## src/rtl/regfile_dump_reader_pkg.sv

```systemverilog
// Shared types and default sizes for the register-file dump reader.
package regdump_pkg;

  localparam int DATA_W_DEF   = 32;
  localparam int NUM_REGS_DEF = 16;
  localparam int SEL_W_DEF    = $clog2(NUM_REGS_DEF);

  typedef enum logic [1:0] {
    IDLE   = 2'd0,
    FETCH  = 2'd1,
    SEND   = 2'd2,
    FINISH = 2'd3
  } state_e;

endpackage

```

## src/rtl/regfile_dump_reader.sv

```systemverilog
// Walks a range of register indices, captures each word and streams it out tagged with its index.
// Optional macro REGDUMP_PARITY_EN adds out_par, the XOR-reduce of each captured word.
module regfile_dump_reader
  import regdump_pkg::*;
#(
  parameter int DATA_W   = DATA_W_DEF,
  parameter int NUM_REGS = NUM_REGS_DEF,
  parameter int SEL_W    = $clog2(NUM_REGS)
) (
  input  logic              clk,
  input  logic              rst_n,
  input  logic              start,
  input  logic [SEL_W-1:0]  start_idx,
  input  logic [SEL_W:0]    count,
  output logic [SEL_W-1:0]  rd_sel,
  input  logic [DATA_W-1:0] rd_data,
  output logic [DATA_W-1:0] out_data,
  output logic [SEL_W-1:0]  out_idx,
  output logic              out_valid,
  input  logic              out_ready,
  output logic              busy,
  output logic [1:0]        dbg_state,
  output logic              done
`ifdef REGDUMP_PARITY_EN
  ,
  output logic              out_par
`endif
);

  localparam logic [SEL_W-1:0] LAST_IDX = SEL_W'(NUM_REGS - 1);

  // Output handshake: a word transfers on a rising edge where out_valid && out_ready;
  // out_data/out_idx stay stable while out_valid is high and out_ready is low.

  state_e              state_q, state_d;
  logic [SEL_W-1:0]    idx_q, idx_d;
  logic [SEL_W:0]      rem_q, rem_d;
  logic [SEL_W-1:0]    rd_sel_q, rd_sel_d;
  logic [DATA_W-1:0]   out_data_q, out_data_d;
  logic [SEL_W-1:0]    out_idx_q, out_idx_d;
  logic                out_valid_q, out_valid_d;
`ifdef REGDUMP_PARITY_EN
  logic                out_par_q, out_par_d;
`endif

  always_comb begin
    state_d     = state_q;
    idx_d       = idx_q;
    rem_d       = rem_q;
    rd_sel_d    = rd_sel_q;
    out_data_d  = out_data_q;
    out_idx_d   = out_idx_q;
    out_valid_d = out_valid_q;
`ifdef REGDUMP_PARITY_EN
    out_par_d   = out_par_q;
`endif
    case (state_q)
      IDLE: begin
        if (start) begin
          if (count != '0) begin
            idx_d   = start_idx;
            rem_d   = count;
            state_d = FETCH;
          end else begin
            state_d = FINISH;
          end
        end
      end
      FETCH: begin
        rd_sel_d    = idx_q;
        out_data_d  = rd_data;
        out_idx_d   = idx_q;
        out_valid_d = 1'b1;
`ifdef REGDUMP_PARITY_EN
        out_par_d   = ^rd_data;
`endif
        state_d     = SEND;
      end
      SEND: begin
        if (out_ready) begin
          out_valid_d = 1'b0;
          if (rem_q > (SEL_W+1)'(1)) begin
            rem_d   = rem_q - (SEL_W+1)'(1);
            idx_d   = (idx_q == LAST_IDX) ? '0 : idx_q + 1'b1;
            state_d = FETCH;
          end else begin
            state_d = FINISH;
          end
        end
      end
      FINISH: begin
        state_d = IDLE;
      end
      default: begin
        state_d = IDLE;
      end
    endcase
  end

  always_ff @(posedge clk or negedge rst_n) begin
    if (!rst_n) begin
      state_q     <= IDLE;
      idx_q       <= '0;
      rem_q       <= '0;
      rd_sel_q    <= '0;
      out_data_q  <= '0;
      out_idx_q   <= '0;
      out_valid_q <= 1'b0;
    end else begin
      state_q     <= state_d;
      idx_q       <= idx_d;
      rem_q       <= rem_d;
      rd_sel_q    <= rd_sel_d;
      out_data_q  <= out_data_d;
      out_idx_q   <= out_idx_d;
      out_valid_q <= out_valid_d;
    end
  end

`ifdef REGDUMP_PARITY_EN
  always_ff @(posedge clk or negedge rst_n) begin
    if (!rst_n) begin
      out_par_q <= 1'b0;
    end else begin
      out_par_q <= out_par_d;
    end
  end

  assign out_par = out_par_q;
`endif

  // The mux select follows idx during FETCH and otherwise keeps the last index read.
  assign rd_sel    = (state_q == FETCH) ? idx_q : rd_sel_q;
  assign out_data  = out_data_q;
  assign out_idx   = out_idx_q;
  assign out_valid = out_valid_q;
  assign busy      = (state_q != IDLE);
  assign done      = (state_q == FINISH);
  assign dbg_state = state_q;

endmodule

```

## config.mk

```make
export PLATFORM = sky130hd
export DESIGN_NAME = regfile_dump_reader
export DESIGN_NICKNAME = d
export VERILOG_FILES = /design/src/rtl/regfile_dump_reader_pkg.sv /design/src/rtl/regfile_dump_reader.sv
export SDC_FILE = /design/constraint.sdc
export NUM_CORES = 1
export LEC_CHECK = 0
export CORE_ASPECT_RATIO = 1.4
export CORE_MARGIN = 5
export CORE_UTILIZATION = 43
export CTS_CLUSTER_DIAMETER = 50
export DETAILED_ROUTE_END_ITERATION = 16
export PLACE_DENSITY_LB_ADDON = 0.3
export REMOVE_ABC_BUFFERS = 1
export SLEW_MARGIN = 20
export SYNTH_ARGS = -nofsm -noshare
export SYNTH_HDL_FRONTEND = slang
export SYNTH_SLANG_ARGS = --single-unit
```

## constraint.sdc

```tcl
create_clock -name clk -period 2.4 [get_ports clk]
set_clock_uncertainty 0.2 [all_clocks]
set_input_delay 0.72 -clock clk [delete_from_list [all_inputs] [get_ports clk]]
set_output_delay 0.72 -clock clk [all_outputs]
set_load 0.03 [all_outputs]
```

==> impl_metrics.prom <==
# TYPE chip_impl_metric gauge
chip_impl_metric{name="regToRegSetupSlack",unit="ps"} 280
chip_impl_metric{name="critPathArrivalTime",unit="ps"} 2330
chip_impl_metric{name="clock-sinks",unit=""} 52
chip_impl_info{name="r2r-end",value="idx_q[2]$_DFFE_PN0P_"} 1
chip_impl_metric{name="filler_cell_count",unit=""} 441
chip_impl_metric{name="drive_above_1_share",unit="%"} 10.9
chip_impl_metric{name="sequential_element_share_of_the_synthesized_area",unit="%"} 57.4
chip_impl_metric{name="die_height",unit="microns"} 95.9
chip_impl_metric{name="gp_congestion",unit=""} 0.889
chip_impl_metric{name="drt_iter0_markers",unit=""} 59
chip_impl_info{name="worst-setup-path-type",value="input port to flop"} 1
chip_impl_metric{name="clk_transition_reported_paths",unit="ps"} 90
chip_impl_metric{name="postSynthRegisterBits",unit=""} 52
chip_impl_metric{name="worst-path-max-fanout",unit=""} 8
chip_impl_metric{name="grt_first_pass_wirelength",unit="microns"} 9290
chip_impl_metric{name="slew-limit-headroom",unit="%"} 68.3
chip_impl_metric{name="drt_wl_total",unit="microns"} 5730
chip_impl_info{name="crit_path_start_kind",value="input port"} 1
chip_impl_info{name="post-synth-top-area-cell",value="dfrtp_1"} 1
chip_impl_metric{name="cap_viol_max_count",unit=""} 0
chip_impl_info{name="cts_root_buf",value="clkbuf_8"} 1
chip_impl_metric{name="netlist_area",unit="sq mm"} 0.00227
chip_impl_metric{name="power_per_cell_area",unit="mW/mm^2"} 1490
chip_impl_metric{name="finalSetupViolCount",unit=""} 0
chip_impl_metric{name="firstDrtPassIters",unit=""} 4
chip_impl_metric{name="cpPeakStageDelay",unit="ps"} 550
chip_impl_metric{name="whs",unit="ps"} 173
chip_impl_metric{name="ir_worst_vdd",unit="mV"} 0.802
chip_impl_metric{name="grt_max_degree",unit=""} 34
chip_impl_metric{name="synth-edff-count",unit=""} 0
chip_impl_info{name="status",value="complete, no violations"} 1
chip_impl_metric{name="grt_pass1_vias",unit=""} 1979
chip_impl_info{name="critical_path.cell_chain",value="clkdlybuf4s50_1, or4_4, nor3_4, or3_1, buf_4, mux2i_1"} 1
chip_impl_info{name="setup_repair_after_global_routing_missed_its_margin",value="false"} 1
chip_impl_metric{name="critical_path_required",unit="ps"} 2420
chip_impl_metric{name="ant_nets",unit=""} 0
chip_impl_metric{name="io-pin-count",unit=""} 90
chip_impl_metric{name="via_count",unit=""} 1987
chip_impl_metric{name="h-tree-depth",unit=""} 2
chip_impl_metric{name="final.period_utilization",unit="%"} 96.2
chip_impl_info{name="cp_slowest_cell",value="or4_4"} 1
chip_impl_info{name="synth_area_leaders",value="dfrtp_1, nand2_1, o41ai_1"} 1
chip_impl_metric{name="syn-mean-instance-area",unit="sq um"} 9.00
chip_impl_metric{name="num_cts_buffers",unit=""} 5
chip_impl_info{name="cts_tree",value="done"} 1
chip_impl_metric{name="cellLeakagePower",unit="nW"} 1.67
chip_impl_metric{name="floorplan.core_area",unit="sq mm"} 0.00516
chip_impl_metric{name="cts-root-to-sink-buffers",unit=""} 2
chip_impl_metric{name="drc_errors",unit=""} 0
chip_impl_info{name="synth_commonest_cells",value="nand2_1, dfrtp_1, clkbuf_1"} 1
chip_impl_metric{name="area_growth_syn_to_layout",unit="%"} 49.9
chip_impl_metric{name="die_x",unit="microns"} 71.4
chip_impl_metric{name="clock_latency",unit="ps"} 290
chip_impl_metric{name="post_drt_wl_per_cell",unit="microns"} 13.8
chip_impl_info{name="crit_path_end_kind",value="flop"} 1
chip_impl_metric{name="floorplan.initialDensity",unit="%"} 43.9
chip_impl_metric{name="num_antenna_cells",unit=""} 0
chip_impl_metric{name="slew_viol_final",unit=""} 0
chip_impl_metric{name="port-buffer-count",unit=""} 89
chip_impl_metric{name="final-seq-area",unit="sq mm"} 0.00130
chip_impl_metric{name="synth_async_sr_flop_share",unit="%"} 100
chip_impl_metric{name="worst_slew_pin_slew",unit="ps"} 475
chip_impl_metric{name="row_cnt",unit=""} 31
chip_impl_metric{name="num-nets-final",unit=""} 397
chip_impl_metric{name="multiInputGateArea",unit="sq um"} 897
chip_impl_info{name="worstReg2RegStart",value="rem_q[0]$_DFFE_PN0P_"} 1
chip_impl_metric{name="tns",unit="ps"} 0
chip_impl_metric{name="fmax",unit="GHz"} 0.433
chip_impl_metric{name="layout_min_cycle_time",unit="ps"} 2310
chip_impl_info{name="hp_class",value="input port to async pin"} 1
chip_impl_metric{name="globalRouteTotalUtil",unit="%"} 17.1
chip_impl_metric{name="synth.top_cell.area_share",unit="%"} 57.4
chip_impl_metric{name="synthesized_instance_count",unit=""} 252
chip_impl_metric{name="finalHoldViolations",unit=""} 0
chip_impl_metric{name="antenna_violations_before_repair",unit=""} 0
chip_impl_metric{name="dp_hpwl",unit="microns"} 4430
chip_impl_metric{name="r2r.worst_path.cells",unit=""} 5
chip_impl_info{name="synth_ff_type",value="dfrtp_1"} 1
chip_impl_metric{name="grt.overflow.total",unit=""} 0
chip_impl_metric{name="detail_route.vias_per_cell",unit=""} 4.78
chip_impl_info{name="dominant_cell_by_count_in_the_synthesized_netlist",value="nand2_1"} 1
chip_impl_metric{name="floorplan.die_area",unit="sq mm"} 0.00685
chip_impl_metric{name="synth.yosys.warnings",unit=""} 0
chip_impl_metric{name="post_synth_num_cell_types",unit=""} 33
cells in the final DEF (no fill, tap or decap), types with 3 or more instances in the layout:
cell type / instances
o21ai_0: 5
nand2_1: 119
buf_4: 14
a21oi_1: 7
o41ai_1: 5
ha_1: 3
nor2_1: 9
buf_6: 3
dfrtp_1: 52
clkdlybuf4s50_1: 80
inv_1: 5
clkbuf_8: 5
layer usage:
layer | routed length [microns] | GRT usage, % | vias to the layer above
met3 | 348 | 4.08 | 6
met4 | 67 | 5.96 | 0
met1 | 2320 | 19.6 | 915
met5 | 0 | 0 | -
li1 | - | - | 1004
met2 | 3000 | 31.0 | 62
cell families after synthesis:
kind of cell / share of synthesized area, %
buffers and inverters: 3.70
and+or+nand+nor: 27.6
muxes: 1.55
DFF: 57.4
adders and majority gates: 1.66
AOI/OAI and AO/OA: 8.06
sequential cells by signal (all words and copies together), names as in the netlist:
| register | flops |
|---|---|
| out_data | 32 |
| dbg_state | 2 |
| idx_q | 4 |
| rem_q | 5 |
| out_valid | 1 |
| out_idx | 4 |
| rd_sel_q | 4 |
power breakdown:
group	total (mW)	switching (mW)	internal [mW]
sequential	1.57	0.264	1.31
combinational	2.91	1.73	1.18
clock	0.577	0.268	0.310
area by class of cell:
class,count,share of cell area (%)
clock buffer,6,2.13
clock inverter,2,1.03
inverter,5,0.552
multi-input combinational,182,26.4
sequential,52,38.3
tap,66,2.43
timing repair buffer,103,29.2
worst max path at each step:
stage / from / endpoint / slack [ps] / cells past startpoint
5_1_grt: dbg_state[0]$_DFFE_PN0P_ / rd_sel[2] / 0.6 / 5
2_1_floorplan: dbg_state[0]$_DFFE_PN0P_ / rd_sel[0] / -850 / 3
6_report: count[3] / idx_q[0]$_DFFE_PN0P_ / 90 / 6
3_5_place_dp: count[3] / idx_q[0]$_DFFE_PN0P_ / -230 / 6
4_1_cts: dbg_state[1]$_DFFE_PN0P_ / busy / 7 / 2
3_3_place_gp: count[3] / idx_q[0]$_DFFE_PN0P_ / -180 / 6
critical path: cells and delay by family:
kind | cells | cell delay, ps
buf+inv | 2 | 600
mux | 1 | 180
simple gates | 3 | 840
stage by stage:
step | instance area [sq um] | setup slack [ps] | utilization [%] | cells | power (mW)
6_report | 3400 | 90.6 | 65.9 | 416 | 5.06
5_1_grt | 3400 | 0.611 | 65.9 | 416 | 5.41
4_1_cts | 3380 | 7.21 | 65.5 | 415 | 5.07
3_5_place_dp | 3270 | -233 | 63.4 | 407 | 4.50
3_3_place_gp | 3270 | -180 | 63.4 | 407 | 4.43
2_1_floorplan | 2200 | -852 | - | 239 | 3.23
repair_timing:
action,4_1_cts,5_1_grt
resized for setup,5,10
hold buffers,0,0
buffers inserted,0,1
gates cloned,0,0
setup endpoints to repair,7,6
No activity file was read; power rests on OpenSTA's default activity.
